### src/rtl/fifo_pkg.sv
// Shared constants and elaboration helpers for the programmable synchronous FIFO family.
package fifo_pkg;

  localparam int unsigned FIFO_MODE_STD  = 0;
  localparam int unsigned FIFO_MODE_FWFT = 1;

  // Ceiling log2, usable in parameter expressions.
  function automatic int unsigned clog2(input int unsigned n);
    int unsigned r;
    r = 0;
    while ((32'd1 << r) < n) r++;
    return r;
  endfunction

  function automatic bit in_range(input int unsigned val, input int unsigned lo,
                                  input int unsigned hi);
    return (val >= lo) && (val <= hi);
  endfunction

endpackage

### src/rtl/fifo_ram.sv
// Simple dual-port storage array: synchronous write, asynchronous read.
module fifo_ram #(
  parameter int unsigned DATA_WIDTH = 8,
  parameter int unsigned ADDR_WIDTH = 5
) (
  input  logic                  clk,
  input  logic                  we,
  input  logic [ADDR_WIDTH-1:0] waddr,
  input  logic [DATA_WIDTH-1:0] wdata,
  input  logic [ADDR_WIDTH-1:0] raddr,
  output logic [DATA_WIDTH-1:0] rdata
);

  logic [DATA_WIDTH-1:0] mem [2**ADDR_WIDTH];

  always_ff @(posedge clk) begin
    if (we) mem[waddr] <= wdata;
  end

  assign rdata = mem[raddr];

endmodule

### src/rtl/fifo_sync_prog.sv
// Single-clock FIFO with occupancy count, programmable almost flags, flush, error pulses and
// selectable standard / first-word-fall-through read mode.
module fifo_sync_prog
  import fifo_pkg::*;
#(
  parameter int unsigned DATA_WIDTH    = 8,
  parameter int unsigned ADDR_WIDTH    = 5,
  parameter int unsigned FWFT          = 0,
  parameter int unsigned AFULL_THRESH  = 28,
  parameter int unsigned AEMPTY_THRESH = 4
) (
  input  logic                  clk,
  input  logic                  rst_n,
  input  logic                  Flush,
  input  logic                  Write_EN,
  input  logic [DATA_WIDTH-1:0] Data_IN,
  input  logic                  Read_EN,
  output logic [DATA_WIDTH-1:0] Data_OUT,
  output logic [ADDR_WIDTH:0]   Count,
  output logic                  Full,
  output logic                  Empty,
  output logic                  Almost_Full,
  output logic                  Almost_Empty,
  output logic                  OverFlow,
  output logic                  UnderFlow
);

  localparam int unsigned DEPTH = 2 ** ADDR_WIDTH;
  localparam int unsigned CntW  = ADDR_WIDTH + 1;

  localparam logic [ADDR_WIDTH:0] CntFull  = CntW'(DEPTH);
  localparam logic [ADDR_WIDTH:0] AfullThr = CntW'(AFULL_THRESH);
  localparam logic [ADDR_WIDTH:0] AemptThr = CntW'(AEMPTY_THRESH);

  if (!in_range(AFULL_THRESH, 1, DEPTH)) begin : g_chk_afull
    $error("AFULL_THRESH out of range 1..DEPTH");
  end
  if (!in_range(AEMPTY_THRESH, 0, DEPTH - 1)) begin : g_chk_aempty
    $error("AEMPTY_THRESH out of range 0..DEPTH-1");
  end
  if (FWFT > FIFO_MODE_FWFT) begin : g_chk_mode
    $error("FWFT must be 0 or 1");
  end

  logic [ADDR_WIDTH-1:0] wr_ptr_q, wr_ptr_d, rd_ptr_q, rd_ptr_d;
  logic [ADDR_WIDTH:0]   count_q, count_d;
  logic                  ovf_q, ovf_d, udf_q, udf_d;
  logic                  rd_ok, wr_ok, ram_we;
  logic [DATA_WIDTH-1:0] ram_rdata;

  assign Full         = (count_q == CntFull);
  assign Empty        = (count_q == '0);
  assign Almost_Full  = (count_q >= AfullThr);
  assign Almost_Empty = (count_q <= AemptThr);
  assign Count        = count_q;
  assign OverFlow     = ovf_q;
  assign UnderFlow    = udf_q;

  // A full FIFO still accepts a write when the same edge pops a word.
  assign rd_ok  = Read_EN & ~Empty;
  assign wr_ok  = Write_EN & (~Full | rd_ok);
  assign ram_we = wr_ok & rst_n & ~Flush;

  always_comb begin
    wr_ptr_d = wr_ptr_q;
    rd_ptr_d = rd_ptr_q;
    count_d  = count_q;
    ovf_d    = 1'b0;
    udf_d    = 1'b0;
    if (Flush) begin
      wr_ptr_d = '0;
      rd_ptr_d = '0;
      count_d  = '0;
    end else begin
      if (wr_ok) wr_ptr_d = wr_ptr_q + 1'b1;
      if (rd_ok) rd_ptr_d = rd_ptr_q + 1'b1;
      case ({wr_ok, rd_ok})
        2'b10:   count_d = count_q + 1'b1;
        2'b01:   count_d = count_q - 1'b1;
        default: count_d = count_q;
      endcase
      ovf_d = Write_EN & ~wr_ok;
      udf_d = Read_EN & ~rd_ok;
    end
  end

  always_ff @(posedge clk) begin
    if (!rst_n) begin
      wr_ptr_q <= '0;
      rd_ptr_q <= '0;
      count_q  <= '0;
      ovf_q    <= 1'b0;
      udf_q    <= 1'b0;
    end else begin
      wr_ptr_q <= wr_ptr_d;
      rd_ptr_q <= rd_ptr_d;
      count_q  <= count_d;
      ovf_q    <= ovf_d;
      udf_q    <= udf_d;
    end
  end

  fifo_ram #(
    .DATA_WIDTH(DATA_WIDTH),
    .ADDR_WIDTH(ADDR_WIDTH)
  ) u_ram (
    .clk  (clk),
    .we   (ram_we),
    .waddr(wr_ptr_q),
    .wdata(Data_IN),
    .raddr(rd_ptr_q),
    .rdata(ram_rdata)
  );

  if (FWFT == FIFO_MODE_FWFT) begin : g_fwft
    assign Data_OUT = Empty ? '0 : ram_rdata;
  end else begin : g_std
    logic [DATA_WIDTH-1:0] dout_q;
    always_ff @(posedge clk) begin
      if (!rst_n) begin
        dout_q <= '0;
      end else if (rd_ok && !Flush) begin
        dout_q <= ram_rdata;
      end
    end
    assign Data_OUT = dout_q;
  end

endmodule

### config.mk
export PLATFORM = sky130hd
export DESIGN_NAME = fifo_sync_prog
export DESIGN_NICKNAME = d
export VERILOG_FILES = /design/src/rtl/fifo_pkg.sv /design/src/rtl/fifo_ram.sv /design/src/rtl/fifo_sync_prog.sv
export SDC_FILE = /design/constraint.sdc
export NUM_CORES = 1
export LEC_CHECK = 0
export ABC_CLOCK_PERIOD_IN_PS = 8100
export BUFFER_PORTS_ARGS = -buffer_cell sky130_fd_sc_hd__buf_2
export CAP_MARGIN = 20
export CORE_UTILIZATION = 50
export CTS_CLUSTER_SIZE = 10
export DETAILED_ROUTE_END_ITERATION = 10
export HOLD_SLACK_MARGIN = 0.15
export PLACE_DENSITY_LB_ADDON = 0.2
export SYNTH_ARGS = -nofsm -noshare
export SYNTH_HDL_FRONTEND = slang
export SYNTH_SLANG_ARGS = --single-unit
### constraint.sdc
create_clock -name clk -period 8.1 [get_ports clk]
set_input_delay 1.62 -clock clk [delete_from_list [all_inputs] [get_ports clk]]
set_output_delay 1.62 -clock clk [all_outputs]
set_load 0.01 [all_outputs]
; Word level (Yosys, flattened, before mapping)
; Memories as Yosys holds them, arrays and structs flattened. A register that Yosys moved wholly into a read port is not among the register bits.
; Cells that the tools add are included.
[classes]
muxes = 3
eq_ne = 3
reduce_logical = 6
magnitude_cmp = 2
n_addsub = 4
bitwise_logic = 13
[ops]
columns = op, n
row1 = one-hot mux 6 bit (2 select lines), 1
row2 = adder 5 x 1 -> 5 bit (second input constant), 2
row3 = adder 6 x 1 -> 6 bit (second input constant), 1
row4 = bitwise AND 1 bit, 6
row5 = == test 6 bit (second input constant), 1
row6 = greater-or-equal comparator 6 x 5 -> 1 bit (second input constant), 1
row7 = less-or-equal comparator 6 x 3 -> 1 bit (second input constant), 1
row8 = logical NOT 6 bit, 1
row9 = inverter 1 bit, 6
row10 = subtractor 6 x 1 -> 6 bit (second input constant), 1
row11 = == test 2 x 1 -> 1 bit (second input constant), 1
row12 = == test 2 bit (second input constant), 1
row13 = logical NOT 1 bit, 2
row14 = 2-to-1 mux 1 bit, 2
row15 = nonzero test 2 bit, 1
row16 = OR reduction 2 bit, 1
row17 = logical AND 1 bit, 1
row18 = OR 1 bit, 1
[totals]
n_memories = 1
ff_bits = 18
output_inout_bits = 20
mem_bits_rw = 256
wordCells = 37
in_bits = 13
[memory_table]
columns = memory, depth, width, read_ports, rd_ports_with_merged_regs, wr, line
row1 = u_ram.mem, 32, 8, 1, 1, 1, fifo_ram.sv:14  ; logic [DATA_WIDTH-1:0] mem [2**ADDR_WIDTH];

; Logic depth before layout (Yosys ltp)
; Gate-level depths: netlist of run 1.
[depth]
word_depth = 9
depth_mapped = 10
ltp_nobuf = 10

; Modules after synthesis
; From an unflattened synthesis of run 1, not the netlist that was laid out.
[unflattened]
hier_cells = 578
hier_area_um2 = 11289.6
[by_module_without_submodules]
columns = module, n_inst, area_per_inst_um2, seq_area_each_um2, cells_per_inst
row1 = fifo_ram, 1, 9893.2, 7687.4, 409
row2 = fifo_sync_prog, 1, 1396.3, 520.5, 169

; Least setup slack after synthesis of run 1
; No wires, ideal clock.
[synth_timing]
kind = input to register
from = input Read_EN
to = register count_q[5] (netlist: Count[5])
arrival_ns = 3.228
setup_ns = 0.072
path_buffers = 1
slack_ns = 4.801
t_required_ns = 8.028
cell_stages = 9
path_cell_list = buf_4 o31ai_4 nor2_4 ha_1 a211oi_1 o21bai_1 a21oi_1 mux2i_1 mux2i_1
[synth_between]
elab_chain_len = 5
elab_cells_between_ends = 7
classes_between = eq/ne (2) / mux (1) / bitwise (3) / reduce/logical (1)
[synth_rtl]
columns = element, line
row1 = "start, declared", fifo_sync_prog.sv:17  ; input logic Read_EN,
row2 = bitwise AND 1 bit *, fifo_sync_prog.sv:60  ; assign rd_ok = Read_EN & ~Empty;
row3 = OR 1 bit, fifo_sync_prog.sv:61  ; assign wr_ok = Write_EN & (~Full | rd_ok);
row4 = bitwise AND 1 bit, fifo_sync_prog.sv:61
row5 = == test 2 x 1 -> 1 bit / == test 2 bit (equally long branches), fifo_sync_prog.sv:77  ; case ({wr_ok, rd_ok})
row6 = one-hot mux 6 bit (2 select lines) / nonzero test 2 bit (equally long branches), --
row7 = "end signal, assigned", fifo_sync_prog.sv:97  ; count_q <= count_d;
row8 = "end, declared", fifo_sync_prog.sv:46  ; logic [ADDR_WIDTH:0] count_q, count_d;
; Every way passes the cells marked *; elsewhere a longest branch is shown, timed or not.
; A chain may end at the register's enable or synchronous reset.

==> results of run 1 <==
[Yosys cell counts, types with 2 or more instances]
master,number
o221ai_1,8
a22o_1,14
nor2_1,51
buf_4,4
a21o_1,2
nand3_1,6
nand4_1,3
a211oi_1,2
o21ai_0,6
o21a_1,2
a2111oi_0,7
a21oi_1,19
xnor2_1,6
o22ai_1,7
buf_6,2
edfxtp_1,256
xor2_1,4
inv_1,13
nand3b_1,4
buf_1,4
mux2i_1,38
mux4_2,48
a31o_2,2
buf_2,6
ha_1,9
nand2_1,15
clkbuf_1,16
dfxtp_1,26
nor2b_1,2
nor3_1,3
a22oi_1,7
a31oi_1,2
[state kept, by name (all words and copies together), names as in the netlist]
signal     flops
rd_ptr_q       5
Count          6
OverFlow       1
wr_ptr_q       5
Data_OUT       8
u_ram.mem    256
UnderFlow      1
[metal layers]
layer | vias to the layer above | wire (µm)
met5 | - | 0
met2 | 268 | 12900
li1 | 2578 | -
met1 | 3018 | 10900
met4 | 0 | 704
met3 | 45 | 1710
[how the worst max path moves through the flow]
stage,startpoint,to,cells after the start
6_report,rd_ptr_q[0]$_SDFFE_PP0N_,Data_OUT[3]$_SDFFE_PN0P_,6
5_1_grt,rd_ptr_q[0]$_SDFFE_PP0N_,Data_OUT[1]$_SDFFE_PN0P_,6
4_1_cts,rd_ptr_q[0]$_SDFFE_PP0N_,Data_OUT[3]$_SDFFE_PN0P_,6
3_5_place_dp,rst_n,u_ram.mem[15][5]$_DFFE_PP_,6
3_3_place_gp,rst_n,u_ram.mem[29][5]$_DFFE_PP_,6
2_1_floorplan,Read_EN,Count[5]$_SDFFE_PP0P_,9
[area by class of cell]
cell class / instances / share of cell area, %
Clock buffer: 50 / 7.27
Sequential cell: 282 / 65.6
Multi-Input combinational cell: 290 / 22.3
Inverter: 13 / 0.390
Clock inverter: 4 / 0.300
Timing Repair Buffer: 34 / 1.40
Tap cell: 280 / 2.80
[kinds of logic after synthesis]
group           count (synthesis)
compound gates                 88
xor+xnor                       10
fa+ha+maj                      10
buf+inv                        45
flops                         282
mux                            86
simple gates                   96
[through the flow]
step / hold slack (ps) / cells / setup slack (ps) / power [mW] / cell area, µm²
floorplan: 511 / 617 / 4800 / 1.68 / 11200
global placement: 467 / 899 / 4110 / 1.73 / 11600
detailed placement: 479 / 899 / 3980 / 1.73 / 11600
CTS: 492 / 953 / 4400 / 3.04 / 12500
global route: 511 / 953 / 4150 / 3.10 / 12500
finish: 489 / 953 / 4350 / 3.01 / 12500
[power by group]
group	total [mW]	internal [mW]	switching [mW]
Clock	1.31	0.776	0.533
Sequential	1.60	1.59	0.00815
Combinational	0.103	0.0355	0.0675
==> results.toml, run 1 <==
[cts]
h-tree-depth = 2
max-clock-path-buffers = 3
cts_tree = "yes"
cts_buffers = 34
clk_pin_slew_ps = 50
cts_setup_buffers = 0
postCtsHoldBufs = 0
clock_sinks = 282
clock_latency_ps = 510
cts_resized = 0
cts-root-buf = "clkbuf_16"

[synth]
syn_area_mm2 = 0.0112
synth_nets = 640
synth_area_leaders = "edfxtp_1, mux4_2, dfxtp_1"
synth-seq-cells = 282
ys_async_sr_fraction_pct = 0
syn_inst = 617
synth_edf_count = 256
ys_seq_area_share_pct = 73.3
synth_top_area_share_pct = 68.6
synth_top_family_by_area = "multiplexers"
synthMuxAreaShare_pct = 13.0
synth-compound-area-share_pct = 5.85
synth_warnings = 0
synth.distinct_cells = 55
synth_flop_cell = "edfxtp_1"
synthXorXnorAreaFrac_pct = 0.782
syn_avg_cell_area_um2 = 18.2
synth_top_area_cell = "edfxtp_1"
synth-adder-area-share_pct = 1.18
synth-simple-area-share_pct = 4.02

[final_layout]
utilization_pct = 57.2
drive_gt1_share_pct = 19.6
fillers = 1679
areaGrowthSynthToFinish_pct = 11.8
mostFrequentLayoutCell = "edfxtp_1"
layout_common_cells = "edfxtp_1, nor2_1, mux4_2"
finalNetCount = 678
diodes = 0
multi_input_area_mm2 = 0.00279
final-seq-area_mm2 = 0.00821

[drt]
first_iter_violations = 631
dr.pass1.iters = 6
dr_total_vias = 5909
wl_per_cell_um = 27.5
wl_um = 26200
drc = 0
drt-vias-per-instance = 6.20
ant_nets = 0

[global_route]
grt_pass1_wl_um = 38300
busiest_layer = "met2"
grt_util_met2_pct = 39.5
grtUsageMet1_pct = 32.5
antenna_found_initial = 0
grt_use_total_pct = 24.1
grt_max_degree = 48
overflow = 0
first_global_vias = 5998
grt_use_met3_pct = 4.61

[critical_path]
worstPathCellList = "buf_4 -> mux4_2 -> a22o_1 -> a2111oi_0 -> a21oi_1 -> a22o_1"
cpPeakStageDelay_ps = 850
ff2ff_setup_slack_ps = 4350
cp-end-kind = "register"
r2r-start = "rd_ptr_q[0]$_SDFFE_PP0N_"
critPathBufInv = 1
path_max_fanout = 47
rr_endpoint = "Data_OUT[3]$_SDFFE_PN0P_"
cp-start-kind = "register"
arrival_ps = 4150
cp_common_cell = "a22o_1"
path_class = "register to register"
cp.required_ps = 8500
slowest_stage = "a2111oi_0"
worst_r2r_path_depth = 6
crit_family = "compound AO/OA/AOI/OAI gates"

[floorplanning]
num_io_pins = 33
die_h_um = 152
die_area_mm2 = 0.0230
start_util_pct = 51.2
fp.dieW_um = 152
core_mm2 = 0.0219
num_rows = 54

[placement]
port_buffers = 32
hpwl_um = 16100
gp_congestion = 0.937

[min_path]
hold_class = "register to register"
hold_start = "Data_OUT[3]$_SDFFE_PN0P_"
holdPathStages = 1
hold_end = "Data_OUT[3]$_SDFFE_PN0P_"

[sta]
skew_ps = 17.4
tightest_slew_ps = 1050
maxSlewHeadroom_pct = 30.0
rsz0062_at_grt = "false"
setup_tns_ps = 0
slew_viol_final = 0
max_freq_mhz = 267
period_minus_slack_ps = 3750
fin_crit_sh_pct = 46.3
final_hold_viol_count = 0
setup_viol = 0

[power_and_ir_drop]
p_per_area_mw_per_mm2 = 240
peakVddDrop_mv = 0.121
leakage_nw = 3.92

[outcome]
status = "finished clean"

[run]
drv_cap = 0
Power figures use the tool's default switching activity.
==> run 2, diff against run 1 <==
--- a/config.mk
+++ b/config.mk
@@ -5,7 +5,8 @@
 export SDC_FILE = /design/constraint.sdc
 export NUM_CORES = 1
 export LEC_CHECK = 0
-export ABC_CLOCK_PERIOD_IN_PS = 8100
+export ABC_AREA = 1
+export ABC_CLOCK_PERIOD_IN_PS = 3750
 export BUFFER_PORTS_ARGS = -buffer_cell sky130_fd_sc_hd__buf_2
 export CAP_MARGIN = 20
 export CORE_UTILIZATION = 50
==> constraint.sdc (replaced) <==
create_clock -name clk -period 3.75 [get_ports clk]
set_input_delay 0.75 -clock clk [delete_from_list [all_inputs] [get_ports clk]]
set_output_delay 0.75 -clock clk [all_outputs]
set_load 0.01 [all_outputs]
==> run 2 against run 1 <==
Net effect:
- clock-buffer cell count is 5 higher
- register-to-register slack worse by 3100 ps
- via count is 41% higher
- sequential cell count unchanged
- non-clock buffer count rose by 4
- highest routed layer unchanged
==> results.toml, run 2 <==
[global_route]
grt_util_met2_pct = 39.5
grtUsageMet1_pct = 33.9
overflow = 0
grt_max_degree = 102
grt_pass1_wl_um = 44900
grt_use_met3_pct = 4.87
first_global_vias = 8028
grt_use_total_pct = 24.8
antenna_found_initial = 1
busiest_layer = "met2"

[critical_path]
arrival_ps = 2910
worstPathCellList = "inv_2 -> nand2_1 -> a21oi_1 -> nor2_1 -> nand2_1 -> nand3_1 -> a21oi_1"
cp.required_ps = 4150
cp-start-kind = "register"
crit_path_start = "rd_ptr_q[2]$_SDFFE_PP0N_"
slowest_stage = "dfxtp_1"
path_max_fanout = 19
worst_r2r_path_depth = 7
cpPeakStageDelay_ps = 760
rr_endpoint = "Data_OUT[4]$_SDFFE_PN0P_"
cp-end-kind = "register"
path_class = "register to register"
ff2ff_setup_slack_ps = 1240
r2r-start = "rd_ptr_q[2]$_SDFFE_PP0N_"

[floorplanning]
num_rows = 56
num_io_pins = 33
die_h_um = 158
start_util_pct = 51.4
die_area_mm2 = 0.0250
core_mm2 = 0.0237
fp.dieW_um = 158

[synth]
synth_edf_count = 256
synth.distinct_cells = 31
synth_area_leaders = "edfxtp_1, nand2_1, nand3_1"
synth_flop_cell = "edfxtp_1"
syn_inst = 1190
ys_seq_area_share_pct = 67.5
syn_avg_cell_area_um2 = 10.2
ys_async_sr_fraction_pct = 0
yosysMostFrequentCell = "nand2_1"
synth_nets = 1213
synth_warnings = 0
synth_top_area_cell = "edfxtp_1"
syn_area_mm2 = 0.0122
synth_common_cells = "nand2_1, edfxtp_1, nand3_1, inv_1, nor2_1"
synth_top_area_share_pct = 63.2
synth-seq-cells = 282

[cts]
cts_resized = 0
postCtsHoldBufs = 0
clk_pin_slew_ps = 60
cts_buffers = 34
clock_latency_ps = 510
cts_tree = "yes"
cts-root-buf = "clkbuf_16"
clock_sinks = 282
h-tree-depth = 2
cts_setup_buffers = 0
max-clock-path-buffers = 3

[sta]
tightest_slew_ps = 887
period_minus_slack_ps = 2510
skew_ps = 21.4
setup_viol = 0
fin_crit_sh_pct = 66.9
max_freq_mhz = 398
slew_viol_final = 0
rsz0062_at_grt = "false"
maxSlewHeadroom_pct = 40.8
setup_tns_ps = 0
timing.final.ws_setup_ps = 1240
final_hold_viol_count = 0
whs_ps = 485

[run]
drv_cap = 0

[power_and_ir_drop]
internal_power_mw = 5.31
switching_share_pct = 22.4
power_mw = 6.85
pwr-share-clk_pct = 42.9
p_per_area_mw_per_mm2 = 507
seq_power_share_pct = 50.6
leakage_nw = 5.33
p_sw_mw = 1.54
p_comb_share_pct = 6.5
peakVddDrop_mv = 0.271

[drt]
drc = 0
wl_per_cell_um = 19.1
dr_total_vias = 8315
first_iter_violations = 973
ant_nets = 0
dr.pass1.iters = 7
drt-vias-per-instance = 5.35
wl_um = 29700

[placement]
hpwl_um = 17800
post_dp_cell_area_mm2 = 0.0125
port_buffers = 32
gp_congestion = 0.866
preCtsSetupSlack_ps = 851
place_inst = 1494

[min_path]
hold_start = "Data_OUT[4]$_SDFFE_PN0P_"
hold_class = "register to register"
hold_end = "Data_OUT[4]$_SDFFE_PN0P_"
holdPathStages = 2

[final_layout]
fillers = 2090
utilization_pct = 57.1
final-seq-area_mm2 = 0.00821
drive_gt1_share_pct = 8.35
largest_register_ffs = 256
areaGrowthSynthToFinish_pct = 11.1
finalNetCount = 1234
largest-register = "u_ram.mem"
stdcell_count = 1553
layout_common_cells = "nand2_1, edfxtp_1, nand3_1"
mostFrequentLayoutCell = "nand2_1"
multi_input_area_mm2 = 0.00319
fin_area_mm2 = 0.0135

[outcome]
status = "finished clean"
run 2: cell types whose count changed after synthesis, moves of 29 or more:
cell / before / now
buf_2: 6 / 35
inv_1: 13 / 123
mux2i_1: 38 / 0
mux4_2: 48 / 0
nand2_1: 15 / 363
nand3_1: 6 / 165
nor2_1: 51 / 98
run 2: how the worst max path moves through the flow:
stage                                 endpoint  depth (start not counted)
finish                Data_OUT[4]$_SDFFE_PN0P_                          7
global route          Data_OUT[7]$_SDFFE_PN0P_                          7
CTS                  u_ram.mem[7][6]$_DFFE_PP_                         10
detailed placement   u_ram.mem[7][6]$_DFFE_PP_                          7
global placement    u_ram.mem[23][4]$_DFFE_PP_                          7
floorplan            u_ram.mem[0][0]$_DFFE_PP_                          6
run 2: cell families after synthesis:
logic type	share of synthesized area, %
buffers and inverters	6.31
flip-flops	67.5
AO/OA/AOI/OAI	2.50
adder cells (fa/ha/maj)	1.09
AND/OR/NAND/NOR	22.3
XOR/XNOR	0.360
run 2: power by group through the flow:
stage	logic [mW]	clock network [mW]	registers, mW
global route	0.494	3.09	3.47
detailed placement	0.442	0	3.53
floorplan	0.278	0	3.53
global placement	0.439	0	3.53
CTS	0.444	2.97	3.47
finish	0.445	2.94	3.47
run 2: layout make-up:
class | instances | area share [%]
inverter | 134 | 3.73
tap | 319 | 2.95
antenna | 1 | 0.0185
sequential | 282 | 60.7
timing repair buffer | 38 | 1.61
multi-input combinational | 721 | 23.6
clock buffer | 55 | 7.10
clock inverter | 3 | 0.250
run 2: metal layers:
metal  wire length (µm)  vias up  share of wire [%]
met2              13800      325                 47
met5                  0        -                  0
met3               2180       61                7.3
met4                890        0                3.0
li1                   -     3982                  -
met1              12800     3947                 43
run 2: worst max-delay path: cells and delay by family (launching register included):
| family | cells | cell delay [ps] |
|---|---|---|
| simple gates | 4 | 980 |
| flops | 1 | 760 |
| buf+inv | 1 | 360 |
| compound gates | 2 | 290 |
